[config.mk]
export PLATFORM = sky130hd
export DESIGN_NAME = multicycle_control
export DESIGN_NICKNAME = d
export VERILOG_FILES = /design/src/rtl/mc_pkg.sv /design/src/rtl/alu_ctrl_dec.sv /design/src/rtl/multicycle_control.sv
export SDC_FILE = /design/constraint.sdc
export NUM_CORES = 1
export LEC_CHECK = 0
export ABC_CLOCK_PERIOD_IN_PS = 5600
export CORE_MARGIN = 3
export CORE_UTILIZATION = 46
export DETAILED_ROUTE_END_ITERATION = 12
export DONT_BUFFER_PORTS = 1
export RECOVER_POWER = 50
export SETUP_SLACK_MARGIN = 0.02
export SLEW_MARGIN = 0
export SYNTH_ARGS = -nofsm -noshare
export SYNTH_HDL_FRONTEND = slang
export SYNTH_SLANG_ARGS = --single-unit
[constraint.sdc]
create_clock -name clk -period 5.6 [get_ports clk]
set_clock_uncertainty 0.1 [all_clocks]
set_input_delay 1.4 -clock clk [delete_from_list [all_inputs] [get_ports clk]]
set_output_delay 1.4 -clock clk [all_outputs]
set_load 0.005 [all_outputs]
[src/rtl/mc_pkg.sv]
// Shared definitions for the multicycle MIPS-subset control unit:
// state encoding, opcode/funct constants and ALU control encodings.
package mc_pkg;

  localparam int unsigned OP_W    = 6;
  localparam int unsigned ALUC_W  = 4;
  localparam int unsigned STATE_W = 4;

  typedef enum logic [STATE_W-1:0] {
    S_FETCH   = 4'd0,
    S_DECODE  = 4'd1,
    S_MEMADR  = 4'd2,
    S_MEMRD   = 4'd3,
    S_MEMWB   = 4'd4,
    S_MEMWR   = 4'd5,
    S_EXEC    = 4'd6,
    S_RWB     = 4'd7,
    S_BRANCH  = 4'd8,
    S_ADDI_EX = 4'd9,
    S_ADDI_WB = 4'd10
  } state_t;

  localparam logic [OP_W-1:0] OP_RTYPE = 6'h00;
  localparam logic [OP_W-1:0] OP_LW    = 6'h23;
  localparam logic [OP_W-1:0] OP_SW    = 6'h2B;
  localparam logic [OP_W-1:0] OP_BEQ   = 6'h04;
  localparam logic [OP_W-1:0] OP_ADDI  = 6'h08;

  localparam logic [OP_W-1:0] FN_ADD = 6'h20;
  localparam logic [OP_W-1:0] FN_SUB = 6'h22;
  localparam logic [OP_W-1:0] FN_AND = 6'h24;
  localparam logic [OP_W-1:0] FN_OR  = 6'h25;
  localparam logic [OP_W-1:0] FN_NOR = 6'h27;
  localparam logic [OP_W-1:0] FN_SLT = 6'h2A;

  localparam logic [ALUC_W-1:0] ALU_AND = 4'b0000;
  localparam logic [ALUC_W-1:0] ALU_OR  = 4'b0001;
  localparam logic [ALUC_W-1:0] ALU_ADD = 4'b0010;
  localparam logic [ALUC_W-1:0] ALU_SUB = 4'b0110;
  localparam logic [ALUC_W-1:0] ALU_SLT = 4'b0111;
  localparam logic [ALUC_W-1:0] ALU_NOR = 4'b1100;

endpackage

[src/rtl/alu_ctrl_dec.sv]
// R-type funct decoder.
// Ports: funct (instruction[5:0]) in; alu_ctrl (ALU operation) and
// valid (funct is a supported R-type operation) out, both combinational.
module alu_ctrl_dec
  import mc_pkg::*;
(
  input  logic [OP_W-1:0]   funct,
  output logic [ALUC_W-1:0] alu_ctrl,
  output logic              valid
);

  always_comb begin
    alu_ctrl = ALU_ADD;
    valid    = 1'b1;
    case (funct)
      FN_ADD:  alu_ctrl = ALU_ADD;
      FN_SUB:  alu_ctrl = ALU_SUB;
      FN_AND:  alu_ctrl = ALU_AND;
      FN_OR:   alu_ctrl = ALU_OR;
      FN_NOR:  alu_ctrl = ALU_NOR;
      FN_SLT:  alu_ctrl = ALU_SLT;
      default: valid    = 1'b0;
    endcase
  end

endmodule

[src/rtl/multicycle_control.sv]
// Multicycle MIPS-subset control unit (lw, sw, R-type, beq, addi).
// Ports: clk, reset (async, active-high); Op/Function/Zero from the
// datapath; datapath mux selects and write enables; illegal (one-cycle
// pulse in DECODE for unsupported instructions); instr_count (retired
// instructions, wraps); state (debug view of the state register).
// Controls are decoded from the state register; PCSel in BRANCH follows
// Zero and ALUCtrl in EXEC follows Function.
module multicycle_control
  import mc_pkg::*;
#(
  parameter int unsigned CNT_W = 16
) (
  input  logic               clk,
  input  logic               reset,
  input  logic [OP_W-1:0]    Op,
  input  logic [OP_W-1:0]    Function,
  input  logic               Zero,
  output logic               IorD,
  output logic               MemRead,
  output logic               MemWrite,
  output logic               MemtoReg,
  output logic               IRWrite,
  output logic               PCSource,
  output logic               ALUSrcA,
  output logic               RegWrite,
  output logic               RegDst,
  output logic               PCSel,
  output logic [1:0]         ALUSrcB,
  output logic [ALUC_W-1:0]  ALUCtrl,
  output logic               illegal,
  output logic [CNT_W-1:0]   instr_count,
  output logic [STATE_W-1:0] state
);

  state_t              state_q;
  state_t              state_d;
  logic                is_load_q;
  logic                retire;
  logic [ALUC_W-1:0]   dec_alu;
  logic                dec_valid;

  alu_ctrl_dec u_alu_ctrl_dec (
    .funct    (Function),
    .alu_ctrl (dec_alu),
    .valid    (dec_valid)
  );

  assign state = state_q;

  // State register
  always_ff @(posedge clk or posedge reset) begin
    if (reset) state_q <= S_FETCH;
    else       state_q <= state_d;
  end

  // Load/store direction is captured in DECODE so MEMADR does not re-read Op
  always_ff @(posedge clk or posedge reset) begin
    if (reset)                      is_load_q <= 1'b0;
    else if (state_q == S_DECODE)   is_load_q <= (Op == OP_LW);
  end

  // Every terminal state returns to FETCH and retires its instruction
  always_comb begin
    retire = 1'b0;
    case (state_q)
      S_MEMWB, S_MEMWR, S_RWB, S_BRANCH, S_ADDI_WB: retire = 1'b1;
      default:                                      retire = 1'b0;
    endcase
  end

  // Retired-instruction counter, wraps naturally
  always_ff @(posedge clk or posedge reset) begin
    if (reset)       instr_count <= '0;
    else if (retire) instr_count <= instr_count + CNT_W'(1);
  end

  // Next-state and output decode
  always_comb begin
    state_d  = state_q;
    IorD     = 1'b0;
    MemRead  = 1'b0;
    MemWrite = 1'b0;
    MemtoReg = 1'b0;
    IRWrite  = 1'b0;
    PCSource = 1'b0;
    ALUSrcA  = 1'b0;
    RegWrite = 1'b0;
    RegDst   = 1'b0;
    PCSel    = 1'b0;
    ALUSrcB  = 2'b00;
    ALUCtrl  = ALU_ADD;
    illegal  = 1'b0;

    case (state_q)
      S_FETCH: begin
        MemRead = 1'b1;
        IRWrite = 1'b1;
        ALUSrcB = 2'b01;
        PCSel   = 1'b1;
        state_d = S_DECODE;
      end
      S_DECODE: begin
        ALUSrcB = 2'b10;
        if (Op == OP_RTYPE && dec_valid)      state_d = S_EXEC;
        else if (Op == OP_LW || Op == OP_SW)  state_d = S_MEMADR;
        else if (Op == OP_BEQ)                state_d = S_BRANCH;
        else if (Op == OP_ADDI)               state_d = S_ADDI_EX;
        else begin
          illegal = 1'b1;
          state_d = S_FETCH;
        end
      end
      S_MEMADR: begin
        ALUSrcA = 1'b1;
        ALUSrcB = 2'b10;
        state_d = is_load_q ? S_MEMRD : S_MEMWR;
      end
      S_MEMRD: begin
        IorD    = 1'b1;
        MemRead = 1'b1;
        state_d = S_MEMWB;
      end
      S_MEMWB: begin
        RegWrite = 1'b1;
        MemtoReg = 1'b1;
        state_d  = S_FETCH;
      end
      S_MEMWR: begin
        IorD     = 1'b1;
        MemWrite = 1'b1;
        state_d  = S_FETCH;
      end
      S_EXEC: begin
        ALUSrcA = 1'b1;
        ALUCtrl = dec_alu;
        state_d = S_RWB;
      end
      S_RWB: begin
        RegWrite = 1'b1;
        RegDst   = 1'b1;
        state_d  = S_FETCH;
      end
      S_BRANCH: begin
        ALUSrcA  = 1'b1;
        ALUCtrl  = ALU_SUB;
        PCSource = 1'b1;
        PCSel    = Zero;
        state_d  = S_FETCH;
      end
      S_ADDI_EX: begin
        ALUSrcA = 1'b1;
        ALUSrcB = 2'b10;
        state_d = S_ADDI_WB;
      end
      S_ADDI_WB: begin
        RegWrite = 1'b1;
        state_d  = S_FETCH;
      end
      default: state_d = S_FETCH;
    endcase

    // The register resets to FETCH; keep its enables quiet while reset is held
    if (reset) begin
      MemRead  = 1'b0;
      MemWrite = 1'b0;
      IRWrite  = 1'b0;
      PCSel    = 1'b0;
      RegWrite = 1'b0;
    end
  end

endmodule

==> metrics.log <==
INFO  metric result_of_the_run = complete, no violations
INFO  metric antenna_violations_before_repair = 0
INFO  metric fin_setup_tns = 0 ns
INFO  metric ant_nets = 0
INFO  metric critical_path.startpoint_type = primary input
INFO  metric crit_path_max_incr_delay = 0.37 ns
INFO  metric cts.sinks = 21
INFO  metric detailed_place_hpwl = approximately 2100 um
INFO  metric worst_path_max_delay_cell = nor4_1
INFO  metric hold_path.class = reg -> reg
INFO  metric clk-insertion-delay-late = 0.30 ns
INFO  metric total_grt_usage = 0.175
INFO  metric grt_max_degree = 23
INFO  metric gpl.final_weighted_congestion = 0.775
INFO  metric clk_pin_slew_worst_paths = 0.10 ns
INFO  metric cp_data_required_time = 4.10 ns
INFO  metric syn_area_per_cell = around 9.4 um2
INFO  metric first_global_vias = 1062
INFO  metric mappedNetlistArea = about 1300 um2
INFO  metric cts.hold.buffers_added = 0
INFO  metric synthArstFlopShare = 1.00
INFO  metric clock-root-buffer = clkbuf_4
INFO  metric detail_route.drc_violations = 0
INFO  metric clock_tree_from_tritoncts = done
INFO  metric synth_sequential_area_ratio = 0.396
INFO  metric core_area = 2610 um2
INFO  metric max_slew.worst_pin.slew = 1.15 ns
INFO  metric synthDominantCellAreaShare = 0.396
INFO  metric seqPwrFrac = 0.557
INFO  metric crit_path_max_fanout = 5
INFO  metric synth_edf_count = 0
INFO  metric finalNetCount = between 150 and 200
INFO  metric number_of_cells_upsized_or_downsized_after_cts = 0
INFO  metric ys.warnings.count = 0
INFO  metric floorplan.die.width = between 50 and 60 um
INFO  metric n_diodes = 0
INFO  metric unrepaired_setup_endpoints_after_global_routing = no
INFO  metric synth_top_cells_by_area = dfrtp_1 (40%), xor2_1 (8.6%), nor3_1 (3.8%)
INFO  metric pin_count = 52
INFO  metric comb_power_share = 0.264
INFO  metric p_sw_frac = 0.382
INFO  metric initial_core_util = 0.508
INFO  metric die_y = a little under 60 um
INFO  metric drt_iter0_markers = 51
INFO  metric drt-pass1-iter-count = 4
INFO  metric slew-limit-headroom = 0.233
INFO  metric clock_power_share = 0.179
INFO  metric internal_power = around 240 uW
INFO  metric fmax = 257 MHz
INFO  metric yosysUniqueCellTypes = 42
INFO  metric setup-violations-final = 0
INFO  metric final.min_clock_period = 3.89 ns
INFO  metric postSynth.topFlopCell = dfrtp_1
INFO  metric p_sw = about 150 uW
INFO  metric buffers_inverters_on_critical_path = 0
INFO  metric die_area = around 3600 um2
INFO  metric syn_to_final_growth = 2.17%
INFO  metric numCtsBuffers = 3
INFO  metric timing_max_transition_violations_final = 0
INFO  metric post_cts.repair.setup_buffers = 0
INFO  metric worstPathCellList = mux2_1, o21a_1, nor4_1, nor4_1
INFO  metric share_of_cells_above_drive_strength_1 = 0.0786
INFO  metric first_pass_grt_wire_length = 4890 um
INFO  metric placementRows = 18
INFO  metric mappedNetlistNets = 157
INFO  metric path_class = in -> out
INFO  metric detail_route.wl_per_cell = 16.8 um
INFO  metric power_density = about 290 nW/um2
INFO  metric cts-htree-levels = 1
INFO  metric p_leak = between 0.0006 and 0.0007 uW
INFO  metric hold_violations_final = 0
INFO  metric final.period_utilization = 0.695
INFO  metric end_kind = output pin
INFO  metric via_count_normalized_by_instance_count = around 6.3
INFO  metric drv_cap = 0
INFO  metric cpLargestDelayFamily = simple AND/OR/NAND/NOR gates
INFO  metric ir_worst_vdd = around 0.00021 V
INFO  metric globalRoute.totalOverflow = 0
INFO  metric netlist_instances = 141
INFO  metric yosys.area.top_type = dfrtp_1
INFO  metric dr_total_vias = 1079
INFO  metric numPortBuffers = 0
INFO  metric flip_flop_and_latch_count_after_synthesis = 21
INFO  metric wl = roughly 2900 um
INFO  metric cts_max_path_buffers = 2
INFO  metric timing.critical_path.mode_cell = nor4_1
INFO  metric finish.utilization = 0.519
INFO  metric cp_data_arrival_time = ~2.4 ns
==> layout make-up <==
type                            instances  area (um2)
Inverter                                4        15.0
Fill cell                             261        1260
Clock buffer                            3        22.5
Multi-Input combinational cell        111         749
Clock inverter                          1        5.00
Sequential cell                        21         526
Tap cell                               30        37.5
==> metrics by stage <==
stage                     cells  instance area (um2)  hold slack, ns  total power (uW)  setup WS [ns]
after CTS                   170                 1370           0.405               397           1.72
after global routing        170                 1360           0.447               425           1.63
after detailed placement    166                 1340           0.390               326           1.72
after floorplan             141                 1330           0.365               299           1.81
final                       170                 1360           0.404               391           1.71
after global placement      166                 1340           0.383               322           1.73
==> worst paths after layout <==
check / from / endpoint / slack (ns) / cells after the start
setup / recovery: Function[1] / illegal / 1.71 / 4
hold / removal: instr_count[15] / instr_count[15] / 0.40 / 1
setup reg to reg: state[3] / instr_count[11] / 3.07 / 4
hold reg to reg: instr_count[15] / instr_count[15] / 0.40 / 1
max in group asynchronous: reset / instr_count[15] / 3.88 / 1
min in group asynchronous: reset / state[3] / 1.02 / 1
==> state kept, by name, indices dropped and copies added, names as in the netlist <==
| signal | count |
|---|---|
| instr_count | 16 |
| is_load_q | 1 |
| state | 4 |
==> synth_stat cells, types with 2 or more instances <==
cell	instances
a21oi_1	5
a22o_1	2
a31o_2	2
and2_1	2
and3_1	3
and4_1	3
clkbuf_1	4
dfrtp_1	21
inv_1	4
nand2_1	8
nand2b_1	6
nand3_1	4
nand3b_1	3
nand4_1	2
nor2_1	9
nor3_1	10
nor3b_1	4
nor4_1	4
nor4_2	2
nor4b_1	3
o21ai_0	4
xnor2_1	4
xor2_1	13
==> metal layers <==
metal  vias to the layer above  global-route usage  wire (um)  part of all wire
met1                       527               0.229       1290              0.45
li1                        514                   -          -                 -
met5                         -                   0          0                 0
met4                         0              0.0285         11            0.0039
met3                         2              0.0605        215             0.075
met2                        36               0.285       1330              0.47
==> logic make-up after synthesis <==
kind of cell               Yosys count  share of synthesized area
and+or+nand+nor                     71                      0.330
AOI/OAI and AO/OA                   21                      0.117
DFF                                 21                      0.396
xor gates and xnor gates            17                      0.112
buffers and inverters                9                     0.0264
muxes                                1                    0.00849
adders and majority gates            1                    0.00943
==> layout by cell type (no fill, tap or decap), drive strengths merged, types with 3 or more instances in the layout <==
| master | instances |
|---|---|
| nor3 | 10 |
| o21ai | 4 |
| nand3 | 4 |
| nand3b | 3 |
| dfrtp | 21 |
| clkbuf | 3 |
| nand2 | 8 |
| a21oi | 6 |
| xor2 | 13 |
| inv | 4 |
| nand2b | 6 |
| nor4 | 6 |
| nor2 | 9 |
| nor3b | 5 |
| and3 | 3 |
| xnor2 | 4 |
| nor4b | 3 |
| and4 | 4 |
==> power by group through the flow <==
stage | Clock (uW) | Combinational (uW) | Sequential [uW]
finish | 69.8 | 103 | 218
global route | 82.2 | 118 | 225
CTS | 73.9 | 106 | 218
detailed placement | 0 | 105 | 221
global placement | 0 | 103 | 219
floorplan | 0 | 101 | 199
(Power assumes the default switching activity.)
